### src/rtl/game_pkg.sv
// game_pkg: shared constants for the falling-shape game.
// Board geometry (16 columns x 32 rows), VGA colour codes, the scheduler
// FSM state encodings and a colour helper.
package game_pkg;

    localparam int unsigned COLS = 16;
    localparam int unsigned ROWS = 32;
    localparam int unsigned X_W  = $clog2(COLS);
    localparam int unsigned Y_W  = $clog2(ROWS);

    localparam logic [2:0] COLOUR_ON  = 3'b111;
    localparam logic [2:0] COLOUR_OFF = 3'b000;

    localparam logic [2:0] ST_IDLE   = 3'd0;
    localparam logic [2:0] ST_SPAWN  = 3'd1;
    localparam logic [2:0] ST_SHIFT  = 3'd2;
    localparam logic [2:0] ST_SETTLE = 3'd3;
    localparam logic [2:0] ST_SCAN   = 3'd4;
    localparam logic [2:0] ST_DRAIN  = 3'd5;

    function automatic logic [2:0] pixel_colour(input logic on);
        return on ? COLOUR_ON : COLOUR_OFF;
    endfunction

endpackage

### src/rtl/game_step_sequencer_if.sv
// game_step_sequencer_if: display read port plus VGA adapter write port.
//   pixel_in     display bit at {x_rd,y_rd}, one cycle after the address
//   x_rd, y_rd   display read address
//   x, y         VGA pixel address, aligned with colour/plot
//   colour       VGA colour
//   plot         VGA write strobe
// master = sequencer side, slave = display/VGA side.
interface game_step_sequencer_if;
    import game_pkg::*;

    logic             pixel_in;
    logic [X_W-1:0]   x_rd;
    logic [Y_W-1:0]   y_rd;
    logic [X_W-1:0]   x;
    logic [Y_W-1:0]   y;
    logic [2:0]       colour;
    logic             plot;

    modport master (
        input  pixel_in,
        output x_rd, y_rd, x, y, colour, plot
    );

    modport slave (
        output pixel_in,
        input  x_rd, y_rd, x, y, colour, plot
    );

endinterface

### src/rtl/tick_divider.sv
// tick_divider: counts 0..PERIOD-1 while en=1 and holds while en=0.
// tick is high for the single cycle in which the counter wraps.
//   clock, reset  system clock, synchronous active-high reset
//   en            count enable
//   tick          wrap pulse
module tick_divider #(
    parameter int unsigned PERIOD = 833334
) (
    input  logic clock,
    input  logic reset,
    input  logic en,
    output logic tick
);

    localparam int unsigned W = (PERIOD > 1) ? $clog2(PERIOD) : 1;
    localparam logic [W-1:0] LAST = W'(PERIOD - 1);

    logic [W-1:0] cnt_q, cnt_d;

    always_comb begin
        cnt_d = cnt_q;
        tick  = 1'b0;
        if (en) begin
            if (cnt_q == LAST) begin
                cnt_d = '0;
                tick  = 1'b1;
            end else begin
                cnt_d = cnt_q + W'(1);
            end
        end
    end

    always_ff @(posedge clock) begin
        if (reset) cnt_q <= '0;
        else       cnt_q <= cnt_d;
    end

endmodule

### src/rtl/game_step_sequencer.sv
// game_step_sequencer: frame/step scheduler for the 16x32 game.
// Each consumed frame tick either advances the game (optional spawn, then
// shift) or only rescans; after the display settles, all 512 pixels are
// streamed to the VGA adapter one per cycle, column-major (y inner).
//   clock, reset  system clock, synchronous active-high reset
//   run           1 = game advances, 0 = pause (in IDLE only)
//   disp          display read / VGA write port (master side)
//   shift_en      1-cycle pulse: shift board down one row
//   spawn_en      1-cycle pulse: load new shape
//   scan_busy     high while scanning
//   overrun       sticky: tick arrived while a previous tick was still pending
// SETTLE_CYCLES must be at least 1.
module game_step_sequencer
    import game_pkg::*;
#(
    parameter int unsigned CLK_PER_FRAME   = 833334,
    parameter int unsigned FRAMES_PER_STEP = 16,
    parameter int unsigned STEPS_PER_SPAWN = 16,
    parameter int unsigned SETTLE_CYCLES   = 2
) (
    input  logic                  clock,
    input  logic                  reset,
    input  logic                  run,
    game_step_sequencer_if.master disp,
    output logic                  shift_en,
    output logic                  spawn_en,
    output logic                  scan_busy,
    output logic                  overrun
);

    localparam int unsigned FC_W = (FRAMES_PER_STEP > 1) ? $clog2(FRAMES_PER_STEP) : 1;
    localparam int unsigned SC_W = (STEPS_PER_SPAWN > 1) ? $clog2(STEPS_PER_SPAWN) : 1;
    localparam int unsigned TC_W = (SETTLE_CYCLES > 1) ? $clog2(SETTLE_CYCLES) : 1;
    localparam logic [FC_W-1:0] FRAME_LAST  = FC_W'(FRAMES_PER_STEP - 1);
    localparam logic [SC_W-1:0] STEP_LAST   = SC_W'(STEPS_PER_SPAWN - 1);
    localparam logic [TC_W-1:0] SETTLE_LAST = TC_W'(SETTLE_CYCLES - 1);

    logic [2:0]      state_q, state_d;
    logic            pending_q, pending_d;
    logic            overrun_q, overrun_d;
    logic [FC_W-1:0] frame_cnt_q, frame_cnt_d;
    logic [SC_W-1:0] step_cnt_q, step_cnt_d;
    logic            spawned_q, spawned_d;
    logic [TC_W-1:0] settle_cnt_q, settle_cnt_d;
    logic [X_W-1:0]  x_rd_q, x_rd_d;
    logic [Y_W-1:0]  y_rd_q, y_rd_d;
    logic [X_W-1:0]  x_q, x_d;
    logic [Y_W-1:0]  y_q, y_d;
    logic            plot_q, plot_d;
    logic            tick;
    logic            consume;

    tick_divider #(
        .PERIOD (CLK_PER_FRAME)
    ) u_frame_div (
        .clock (clock),
        .reset (reset),
        .en    (run),
        .tick  (tick)
    );

    always_comb begin
        state_d      = state_q;
        pending_d    = pending_q;
        overrun_d    = overrun_q;
        frame_cnt_d  = frame_cnt_q;
        step_cnt_d   = step_cnt_q;
        spawned_d    = spawned_q;
        settle_cnt_d = settle_cnt_q;
        x_rd_d       = x_rd_q;
        y_rd_d       = y_rd_q;
        consume      = 1'b0;

        case (state_q)
            ST_IDLE: begin
                if (run && pending_q) begin
                    consume = 1'b1;
                    if (frame_cnt_q == FRAME_LAST) begin
                        frame_cnt_d = '0;
                        state_d     = (step_cnt_q == STEP_LAST) ? ST_SPAWN : ST_SHIFT;
                    end else begin
                        frame_cnt_d = frame_cnt_q + FC_W'(1);
                        state_d     = ST_SETTLE;
                    end
                end
            end
            ST_SPAWN: begin
                step_cnt_d = '0;
                spawned_d  = 1'b1;
                state_d    = ST_SHIFT;
            end
            ST_SHIFT: begin
                // the shift that follows a spawn must not undo the clear
                if (!spawned_q) step_cnt_d = step_cnt_q + SC_W'(1);
                spawned_d = 1'b0;
                state_d   = ST_SETTLE;
            end
            ST_SETTLE: begin
                if (settle_cnt_q == SETTLE_LAST) begin
                    settle_cnt_d = '0;
                    x_rd_d       = '0;
                    y_rd_d       = '0;
                    state_d      = ST_SCAN;
                end else begin
                    settle_cnt_d = settle_cnt_q + TC_W'(1);
                end
            end
            ST_SCAN: begin
                // addresses wrap back to {0,0} after the last pixel
                y_rd_d = y_rd_q + Y_W'(1);
                if (y_rd_q == '1) x_rd_d = x_rd_q + X_W'(1);
                if (x_rd_q == '1 && y_rd_q == '1) state_d = ST_DRAIN;
            end
            ST_DRAIN: state_d = ST_IDLE;
            default:  state_d = ST_IDLE;
        endcase

        // a tick landing on the consuming cycle re-arms pending without overrun
        if (tick) begin
            pending_d = 1'b1;
            if (pending_q && !consume) overrun_d = 1'b1;
        end else if (consume) begin
            pending_d = 1'b0;
        end

        x_d    = x_rd_q;
        y_d    = y_rd_q;
        plot_d = (state_q == ST_SCAN);
    end

    always_ff @(posedge clock) begin
        if (reset) begin
            state_q      <= ST_IDLE;
            pending_q    <= 1'b0;
            overrun_q    <= 1'b0;
            frame_cnt_q  <= '0;
            step_cnt_q   <= '0;
            spawned_q    <= 1'b0;
            settle_cnt_q <= '0;
            x_rd_q       <= '0;
            y_rd_q       <= '0;
            x_q          <= '0;
            y_q          <= '0;
            plot_q       <= 1'b0;
        end else begin
            state_q      <= state_d;
            pending_q    <= pending_d;
            overrun_q    <= overrun_d;
            frame_cnt_q  <= frame_cnt_d;
            step_cnt_q   <= step_cnt_d;
            spawned_q    <= spawned_d;
            settle_cnt_q <= settle_cnt_d;
            x_rd_q       <= x_rd_d;
            y_rd_q       <= y_rd_d;
            x_q          <= x_d;
            y_q          <= y_d;
            plot_q       <= plot_d;
        end
    end

    assign disp.x_rd = x_rd_q;
    assign disp.y_rd = y_rd_q;
    assign disp.x    = x_q;
    assign disp.y    = y_q;
    assign disp.plot = plot_q;
    // pixel_in already lags its address by one cycle, so it lines up with the
    // registered x/y/plot without another flop; gating keeps colour 0 off-scan
    assign disp.colour = pixel_colour(plot_q & disp.pixel_in);

    assign shift_en  = (state_q == ST_SHIFT);
    assign spawn_en  = (state_q == ST_SPAWN);
    assign scan_busy = (state_q == ST_SCAN);
    assign overrun   = overrun_q;

endmodule

### src/flat_wrapper.sv
// flat-port wrapper written by rule: the top's interface ports become plain ports
module game_step_sequencer_flat import game_pkg::*;
#(
    parameter int unsigned CLK_PER_FRAME   = 833334,
    parameter int unsigned FRAMES_PER_STEP = 16,
    parameter int unsigned STEPS_PER_SPAWN = 16,
    parameter int unsigned SETTLE_CYCLES   = 2
)
  (clock, reset, run, shift_en, spawn_en, scan_busy, overrun, disp_pixel_in, disp_x_rd, disp_y_rd, disp_x, disp_y, disp_colour, disp_plot);
  game_step_sequencer_if disp_i ();
  input  logic clock;
  input  logic reset;
  input  logic run;
  output logic shift_en;
  output logic spawn_en;
  output logic scan_busy;
  output logic overrun;
  input wire logic [$bits(disp_i.pixel_in)-1:0] disp_pixel_in;
  output wire logic [$bits(disp_i.x_rd)-1:0] disp_x_rd;
  output wire logic [$bits(disp_i.y_rd)-1:0] disp_y_rd;
  output wire logic [$bits(disp_i.x)-1:0] disp_x;
  output wire logic [$bits(disp_i.y)-1:0] disp_y;
  output wire logic [$bits(disp_i.colour)-1:0] disp_colour;
  output wire logic [$bits(disp_i.plot)-1:0] disp_plot;
  assign disp_i.pixel_in = disp_pixel_in;
  assign disp_x_rd = disp_i.x_rd;
  assign disp_y_rd = disp_i.y_rd;
  assign disp_x = disp_i.x;
  assign disp_y = disp_i.y;
  assign disp_colour = disp_i.colour;
  assign disp_plot = disp_i.plot;
  game_step_sequencer #(.CLK_PER_FRAME(CLK_PER_FRAME), .FRAMES_PER_STEP(FRAMES_PER_STEP), .STEPS_PER_SPAWN(STEPS_PER_SPAWN), .SETTLE_CYCLES(SETTLE_CYCLES)) u_core (.clock(clock), .reset(reset), .run(run), .disp(disp_i), .shift_en(shift_en), .spawn_en(spawn_en), .scan_busy(scan_busy), .overrun(overrun));
endmodule
### config.mk
export PLATFORM = sky130hd
export DESIGN_NAME = game_step_sequencer_flat
export DESIGN_NICKNAME = d
export VERILOG_FILES = /design/src/rtl/game_pkg.sv /design/src/rtl/game_step_sequencer_if.sv /design/src/rtl/tick_divider.sv /design/src/rtl/game_step_sequencer.sv /design/src/flat_wrapper.sv
export SDC_FILE = /design/constraint.sdc
export NUM_CORES = 1
export LEC_CHECK = 0
export BUFFER_PORTS_ARGS = -buffer_cell sky130_fd_sc_hd__buf_2
export CAP_MARGIN = 20
export CORE_MARGIN = 5
export CORE_UTILIZATION = 50
export DETAILED_ROUTE_END_ITERATION = 7
export PLACE_DENSITY = 0.78
export SLEW_MARGIN = 40
export SYNTH_ARGS = -nofsm -noshare
export SYNTH_HDL_FRONTEND = slang
export SYNTH_HIERARCHICAL = 1
export SYNTH_SLANG_ARGS = --single-unit
### constraint.sdc
create_clock -name clock -period 1.9 [get_ports clock]
set_input_delay 0 -clock clock [delete_from_list [all_inputs] [get_ports clock]]
set_output_delay 0 -clock clock [all_outputs]
set_load 0.01 [all_outputs]
==> results of run 1 <==
-- power groups by stage --
stage	clock, mW	combinational (mW)	sequential, mW
after floorplan	0	0.0367	1.17
after global placement	0	0.0461	1.17
after detailed placement	0	0.0469	1.17
after CTS	0.691	0.0469	1.14
after global routing	0.749	0.0593	1.14
final	0.672	0.0531	1.14
-- cell usage in the layout, fill, tap and decap left out, types with 3 or more instances in the layout --
cell and instances:
sky130_fd_sc_hd__xnor2_1 10, sky130_fd_sc_hd__and3_1 3, sky130_fd_sc_hd__a41oi_1 3, sky130_fd_sc_hd__nand3_1 12
sky130_fd_sc_hd__inv_1 6, sky130_fd_sc_hd__dfxtp_1 54, sky130_fd_sc_hd__nor4b_1 3, sky130_fd_sc_hd__nor2_1 40
sky130_fd_sc_hd__or3_1 6, sky130_fd_sc_hd__buf_4 6, sky130_fd_sc_hd__nor2b_1 9, sky130_fd_sc_hd__ha_1 7
sky130_fd_sc_hd__nand2_1 14, sky130_fd_sc_hd__o21ai_0 8, sky130_fd_sc_hd__buf_2 29, sky130_fd_sc_hd__clkbuf_8 5
sky130_fd_sc_hd__a21oi_1 20, sky130_fd_sc_hd__a211oi_1 6, sky130_fd_sc_hd__xor2_1 6, sky130_fd_sc_hd__nand2b_1 3
sky130_fd_sc_hd__nor4_1 5, sky130_fd_sc_hd__nor3_1 5, sky130_fd_sc_hd__nand4_1 8
-- cell families after synthesis --
kind of cell	count (synthesis)	share of synthesized area [%]
AND/OR/NAND/NOR	124	28.6
buffers and inverters	21	4.53
adder cells (fa/ha/maj)	7	3.60
flip-flops	54	44.5
AO/OA/AOI/OAI	49	13.1
XOR/XNOR	16	5.76
-- stage by stage --
stage | power, mW | utilization [%] | hold slack (ns)
floorplan | 1.20 | - | 0.0831
global placement | 1.21 | 55.3 | 0.325
detailed placement | 1.22 | 55.3 | 0.337
finish | 1.87 | 58.0 | 0.0430
global route | 1.95 | 58.0 | 0.0443
CTS | 1.88 | 57.4 | 0.0409
-- cell usage after synthesis (6+ instances only) --
library cell	count
sky130_fd_sc_hd__dfxtp_1	54
sky130_fd_sc_hd__nor2_1	40
sky130_fd_sc_hd__a21oi_1	20
sky130_fd_sc_hd__nand2_1	14
sky130_fd_sc_hd__nand3_1	12
sky130_fd_sc_hd__xnor2_1	10
sky130_fd_sc_hd__nor2b_1	9
sky130_fd_sc_hd__nand4_1	8
sky130_fd_sc_hd__o21ai_0	8
sky130_fd_sc_hd__ha_1	7
sky130_fd_sc_hd__a211oi_1	6
sky130_fd_sc_hd__inv_1	6
sky130_fd_sc_hd__or3_1	6
sky130_fd_sc_hd__xor2_1	6
-- registers in the layout (all words and copies together) (netlist names) --
name / count
u_core/disp.x: 4
u_core/spawned_q: 1
u_core/disp.plot: 1
u_core/disp.y: 5
u_core/disp.x_rd: 4
u_core/state_q: 3
u_core/frame_cnt_q: 4
u_core/overrun: 1
u_core/disp.y_rd: 5
u_core/settle_cnt_q: 1
u_core/step_cnt_q: 4
u_core/pending_q: 1
u_core/u_frame_div/cnt_q: 20
-- final timing paths --
kind | from | to | slack (ns) | depth (start not counted)
max | u_core/state_q[2]$_SDFFE_PP0P_ | scan_busy | 0.23 | 3
min | reset | u_core/disp.plot$_SDFF_PP0_ | 0.04 | 2
max reg2reg | u_core/state_q[2]$_SDFFE_PP0P_ | u_core/disp.x_rd[1]$_SDFFE_PP0P_ | 0.24 | 4
min reg2reg | u_core/overrun$_SDFFE_PP0P_ | u_core/overrun$_SDFFE_PP0P_ | 0.47 | 2
-- area by class of cell --
cell class / instances / area, um^2 / area share (%)
multi-input cells: 196 / 1240 / 45.3
flip-flops and latches: 54 / 1080 / 39.5
clock inverters: 3 / 28.8 / 1.05
repair buffers: 36 / 210 / 7.67
clock buffers: 5 / 68.8 / 2.51
inverters: 7 / 26.3 / 0.959
well taps: 67 / 83.8 / 3.06
-- what timing repair did --
action / 4_1_cts / 5_1_grt
setup buffers: 0 / 2
gates resized for setup: 0 / 0
setup endpoints to repair: 0 / 18
-- per-layer routing --
metal,vias up,track usage (%),routed length (um)
met1,913,20.6,2220
met2,33,26.9,2180
li1,1019,-,-
met5,-,0,0
met4,0,4.56,57
met3,5,5.42,199
-- worst max-delay path: cells and delay by family (launching register included) --
kind	cells	cell delay [ns]
buf+inv	2	0.36
flops	1	0.48
simple gates	1	0.52
==> impl_metrics.json, run 1 <==
{
  "outcome": "finished, final reports clean",
  "ctsHtreeMaxLevel": 2,
  "non_filler_instance_count_after_layout": 368,
  "dp_hpwl_mm": 3.28,
  "crit_path_max_incr_delay_ns": 0.52,
  "clk_root_buffer_cell": "sky130_fd_sc_hd__clkbuf_8",
  "cts_inserted_buffers": 5,
  "hold_viol": 0,
  "die_h_um": 79.7,
  "gp_routability_congestion": 0.822,
  "fin_worst_skew_ns": 0.00905,
  "max_slew.worst_pin.slew_ns": 0.689,
  "maximum_number_of_pins_on_one_net_before_global_route_repair": 22,
  "initial_utilization_pct": 51.5,
  "swShare_pct": 23.4,
  "design.die.area_mm2": 0.00636,
  "shortest_period_the_worst_path_allows_ns": 1.67,
  "ctsHoldBuffers": 0,
  "first_global_vias": 1837,
  "final-setup-viol-count": 0,
  "post-route-drc-count": 0,
  "core_area_mm2": 0.00472,
  "critical_path_peak_fanout": 10,
  "total_power_divided_by_cell_area_mw_per_mm2": 682,
  "grt_use_total_pct": 16.4,
  "max-slew-margin-rel_pct": 53.6,
  "worst_path_max_delay_cell": "sky130_fd_sc_hd__or3b_1",
  "port_buffers": 29,
  "clk_path_buf_depth": 2,
  "layout_setup_ws_ns": 0.226,
  "report.final.slew_viol_count": 0,
  "drive_gt1_share_pct": 19.3,
  "synth_warnings": 6,
  "dr.first_iter.drc_count": 145,
  "postSynth.asyncResetShare_pct": 0,
  "p_int_mw": 1.43,
  "totalNegativeSetupSlack_ns": 0,
  "syn-mean-instance-area_um2": 8.97,
  "drt_pass1_iterations": 4,
  "post-synth-top-area-fraction_pct": 44.5,
  "synth_sequential_area_ratio_pct": 44.5,
  "cp.required_ns": 1.90,
  "synth_area_leader_cell": "sky130_fd_sc_hd__dfxtp_1",
  "min_period_over_period_pct": 88.1,
  "ir_worst_vdd_uv": 395,
  "p_clk_share_pct": 36.0,
  "netlist-cell-type-count": 49,
  "power.sequential.fraction_pct": 61.2,
  "finalNetCount": 311,
  "syn2layout_area_growth_pct": 12.7,
  "synth_nets": 282,
  "routed_via_density": 5.35,
  "cellLeakagePower_nw": 1.10,
  "path_clk_slew_ns": 0.10,
  "crit_type": "reg -> out",
  "critical_path_source_type": "flop",
  "filler_cell_count": 422,
  "grt_first_pass_wirelength_mm": 8.29,
  "count_of_inserted_antenna_diode_cells": 0,
  "postSynthCellCount": 271,
  "post_dp_cell_area_mm2": 0.00261,
  "endpoint_kind": "output pin",
  "crit_chain": "or3b_1, inv_2, buf_2",
  "io-pin-count": 30,
  "synth.top_cells.by_area": "sky130_fd_sc_hd__dfxtp_1 (44%), sky130_fd_sc_hd__nor2_1 (6.2%), sky130_fd_sc_hd__a21oi_1 (4.1%)",
  "cts_tree": "built",
  "achievable-frequency_mhz": 598,
  "hp-class": "in -> reg",
  "remaining_number_of_nets_flagged_by_the_antenna_check_after_routing": 0,
  "wl_per_cell_um": 12.7,
  "post-route-cell-area_mm2": 0.00274,
  "synthFlopType": "sky130_fd_sc_hd__dfxtp_1",
  "net-switching-power_mw": 0.437,
  "via_count": 1970,
  "crit_arrival_ns": 1.67,
  "die_width_um": 79.7,
  "pwr-share-comb_pct": 2.8,
  "max_cap_viol": 0,
  "drt-total-wl_mm": 4.66,
  "number_of_core_rows": 25,
  "worstSkewPairLatency_ns": 0.31,
  "dpl_worst_slack_ns": 0.123,
  "dp.cells": 358,
  "number_of_enable_type_register_cells_in_the_synthesized_netlist": 0,
  "cts.sinks": 54,
  "synth.cell_area_mm2": 0.00243,
  "setup_repair_after_global_routing_missed_its_margin": "no",
  "antenna_found_initial": 0,
  "grt_overflow_total": 0,
  "yosys_register_bits": 54
}
No activity file was read; power rests on OpenSTA's default activity.
==> inputs of run 2 (changes only) <==
Settings changed: SYNTH_HIERARCHICAL 1 to default.
==> run 2 against run 1 <==
Effect of this change:
- sequential cell count unchanged
- synthesized cell count fell by 0.74%
- worst hold slack worse by 0.014 ns
- total power shrank 4.7%
- largest power group unchanged
- register-to-register slack got worse by 0.11 ns
- highest routed layer unchanged
- final area is 1.6% lower
- clock power fell by 11%
- global-route usage down 1.6 points
- clock skew is 0.0032 ns lower
- critical endpoint is now u_core.u_frame_div.cnt_q[18]$_SDFFE_PP0P_
- sequential power barely moved
- non-clock buffer count is 4 lower
- core utilization fell by 0.95 points
==> impl_metrics.json, run 2 <==
{
  "outcome": "finished, final reports clean",
  "adder_and_majority_gate_portion_of_the_synthesized_area_pct": 3.62,
  "max-slew-margin-rel_pct": 73.9,
  "route.met2.wl_mm": 2.08,
  "crit_type": "reg -> reg",
  "non_filler_instance_count_after_layout": 361,
  "dr.first_iter.drc_count": 94,
  "via_count": 1945,
  "worstReg2RegEnd": "u_core.u_frame_div.cnt_q[18]$_SDFFE_PP0P_",
  "synth_sequential_area_ratio_pct": 44.7,
  "timing.reg2reg.setup_slack_ns": 0.13,
  "startpoint_of_the_worst_hold_path": "run",
  "hold_viol": 0,
  "drt-total-wl_mm": 4.46,
  "hold_slack_ns": 0.0293,
  "max_slew.worst_pin.slew_ns": 0.386,
  "cp.required_ns": 2.08,
  "final-setup-viol-count": 0,
  "syn-mean-instance-area_um2": 9.00,
  "count_of_inserted_antenna_diode_cells": 0,
  "number_of_core_rows": 25,
  "synth.top_cells.by_area": "sky130_fd_sc_hd__dfxtp_1 (45%), sky130_fd_sc_hd__nor2_1 (5.1%), sky130_fd_sc_hd__xnor2_1 (4.0%)",
  "design.die.area_mm2": 0.00633,
  "muxShareOfSynthArea_pct": 0.827,
  "drt_pass1_iterations": 4,
  "setup_repair_after_global_routing_missed_its_margin": "yes",
  "wl_per_cell_um": 12.4,
  "max_cap_viol": 0,
  "maximum_number_of_pins_on_one_net_before_global_route_repair": 21,
  "worst_r2r_path_depth": 6,
  "synth_top_family_by_area": "simple AND/OR/NAND/NOR gates",
  "ctsHtreeMaxLevel": 2,
  "netlist-cell-type-count": 48,
  "routed_via_density": 5.39,
  "whs_path_depth": 2,
  "critical_path_source_type": "flop",
  "grt_use_total_pct": 14.8,
  "achievable-frequency_mhz": 566,
  "fin_total_pwr_mw": 1.78,
  "cts_tree": "built",
  "initial_utilization_pct": 51.3,
  "synth_compound_gate_area_share_pct": 10.4,
  "synth.cell_area_mm2": 0.00242,
  "cts_resized": 0,
  "remaining_number_of_nets_flagged_by_the_antenna_check_after_routing": 0,
  "hp-class": "in -> reg",
  "finalNetCount": 305,
  "count_leader_synth": "sky130_fd_sc_hd__dfxtp_1",
  "critical_path_peak_fanout": 7,
  "crit_arrival_ns": 1.95,
  "shortest_period_the_worst_path_allows_ns": 1.77,
  "syn2layout_area_growth_pct": 11.3,
  "ir_worst_vdd_uv": 327,
  "met1_length_mm": 2.11,
  "gp_routability_congestion": 0.834,
  "postSynth.asyncResetShare_pct": 0,
  "launch_point_of_the_worst_path": "u_core.u_frame_div.cnt_q[0]$_SDFFE_PP0P_",
  "dp.cells": 354,
  "timing.hold.worst_endpoint": "u_core.u_frame_div.cnt_q[1]$_SDFFE_PP0P_",
  "wl_met3_um": 189,
  "grt_overflow_total": 0,
  "synth_nets": 280,
  "fin_worst_skew_ns": 0.00583,
  "core_area_mm2": 0.00472,
  "synthFlopType": "sky130_fd_sc_hd__dfxtp_1",
  "synth_warnings": 0,
  "mostFrequentLayoutCell": "sky130_fd_sc_hd__dfxtp_1",
  "area_of_combinational_cells_with_multiple_inputs_mm2": 0.00124,
  "highest-signal-layer": "met4",
  "port_buffers": 29,
  "antenna_found_initial": 0,
  "cts.sinks": 54,
  "final-seq-area_mm2": 0.00108,
  "layout.cells.most_common_list": "sky130_fd_sc_hd__dfxtp_1 (52), sky130_fd_sc_hd__nor2_1 (33), sky130_fd_sc_hd__buf_2 (29), sky130_fd_sc_hd__nand3_1 (17), sky130_fd_sc_hd__a21oi_1 (16)",
  "endpoint_kind": "flop",
  "die_h_um": 79.6,
  "largest-register": "u_core.u_frame_div.cnt_q",
  "synth_area_leader_cell": "sky130_fd_sc_hd__dfxtp_1",
  "drive_gt1_share_pct": 19.0,
  "ctsHoldBuffers": 0,
  "io-pin-count": 30,
  "filler_cell_count": 437,
  "synth_simple_gate_area_share_pct": 29.1,
  "min_period_over_period_pct": 93.0,
  "yosys_register_bits": 54,
  "reg2reg_from": "u_core.u_frame_div.cnt_q[0]$_SDFFE_PP0P_",
  "worstSkewPairLatency_ns": 0.30,
  "number_of_enable_type_register_cells_in_the_synthesized_netlist": 0,
  "cellLeakagePower_nw": 1.06,
  "die_width_um": 79.6,
  "largest_register_ffs": 20,
  "post-synth-top-area-fraction_pct": 44.7,
  "path_clk_slew_ns": 0.08,
  "grt_first_pass_wirelength_mm": 7.64,
  "yosys.area_share.xor_xnor_pct": 6.51,
  "cts_inserted_buffers": 5,
  "postSynthCellCount": 269,
  "post-route-drc-count": 0,
  "clk_path_buf_depth": 2,
  "clk_root_buffer_cell": "sky130_fd_sc_hd__clkbuf_8",
  "first_global_vias": 1846,
  "report.final.slew_viol_count": 0,
  "cts.repair_timing.setup_buffer_count": 0,
  "total_power_divided_by_cell_area_mw_per_mm2": 661,
  "ys_top_cells_by_count": "sky130_fd_sc_hd__dfxtp_1 (54), sky130_fd_sc_hd__nor2_1 (33), sky130_fd_sc_hd__nand3_1 (17)",
  "dp_hpwl_mm": 3.26
}
run 2: cell types whose count changed in the layout (fill, tap and decap cells not counted), sizes merged, moves of 3 or more:
cell | previous run | this run
nor2 | 40 | 33
a21oi | 21 | 16
or3 | 6 | 3
or3b | 1 | 4
nand3 | 12 | 17
buf | 36 | 32
nor4 | 5 | 8
run 2: metrics by stage:
stage / TNS, ns / utilization (%) / worst slack, ns / area, um^2
floorplan: 0 / - / 0.213 / 2420
global placement: 0 / 55.0 / 0.200 / 2600
detailed placement: 0 / 55.0 / 0.121 / 2600
CTS: 0 / 56.7 / 0.101 / 2680
global route: -0.0145 / 57.0 / -0.0145 / 2690
finish: 0 / 57.0 / 0.133 / 2690
run 2: routing by layer:
layer | GRT usage [%] | vias to the layer above
li1 | - | 997
met1 | 17.0 | 902
met2 | 24.7 | 35
met3 | 4.74 | 11
met4 | 6.87 | 0
met5 | 0 | -
run 2: worst max-delay path by stage:
stage	endpoint	slack, ns	cells past startpoint
after floorplan	u_core.disp.x_rd[3]$_SDFFE_PP0P_	0.21	6
after global placement	u_core.u_frame_div.cnt_q[18]$_SDFFE_PP0P_	0.20	6
after detailed placement	u_core.u_frame_div.cnt_q[18]$_SDFFE_PP0P_	0.12	6
after CTS	u_core.u_frame_div.cnt_q[18]$_SDFFE_PP0P_	0.10	6
after global routing	u_core.u_frame_div.cnt_q[18]$_SDFFE_PP0P_	-0.01	6
final	u_core.u_frame_div.cnt_q[18]$_SDFFE_PP0P_	0.13	6
run 2: cell type report:
cell class / count / share of cell area, %
clock buffers: 6 / 2.69
clock inverters: 1 / 0.279
inverters: 10 / 1.58
multi-input cells: 191 / 45.9
flip-flops and latches: 54 / 40.2
well taps: 67 / 3.11
repair buffers: 32 / 6.22
run 2: logic make-up (layout without fill, tap and decap cells):
kind of cell	Yosys count	in the layout
DFF	54	54
adders and majority gates	7	7
buffers and inverters	24	49
AOI/OAI and AO/OA	40	40
xor gates and xnor gates	18	18
and+or+nand+nor	124	124
muxes	2	2
run 2: worst max-delay path, cell delays in order, from the launching register on:
cell and delay, ns:
sky130_fd_sc_hd__dfxtp_1 0.43, sky130_fd_sc_hd__ha_1 0.20, sky130_fd_sc_hd__nand4_1 0.32, sky130_fd_sc_hd__nor4_2 0.33, sky130_fd_sc_hd__buf_4 0.16, sky130_fd_sc_hd__a31o_2 0.15
sky130_fd_sc_hd__a21oi_1 0.05
run 2: power by group:
part	switching, mW	internal (mW)	leakage, nW	total, mW
clock network	0.344	0.253	0.0373	0.598
registers	0.00708	1.14	0.436	1.14
logic	0.0269	0.0130	0.588	0.0399
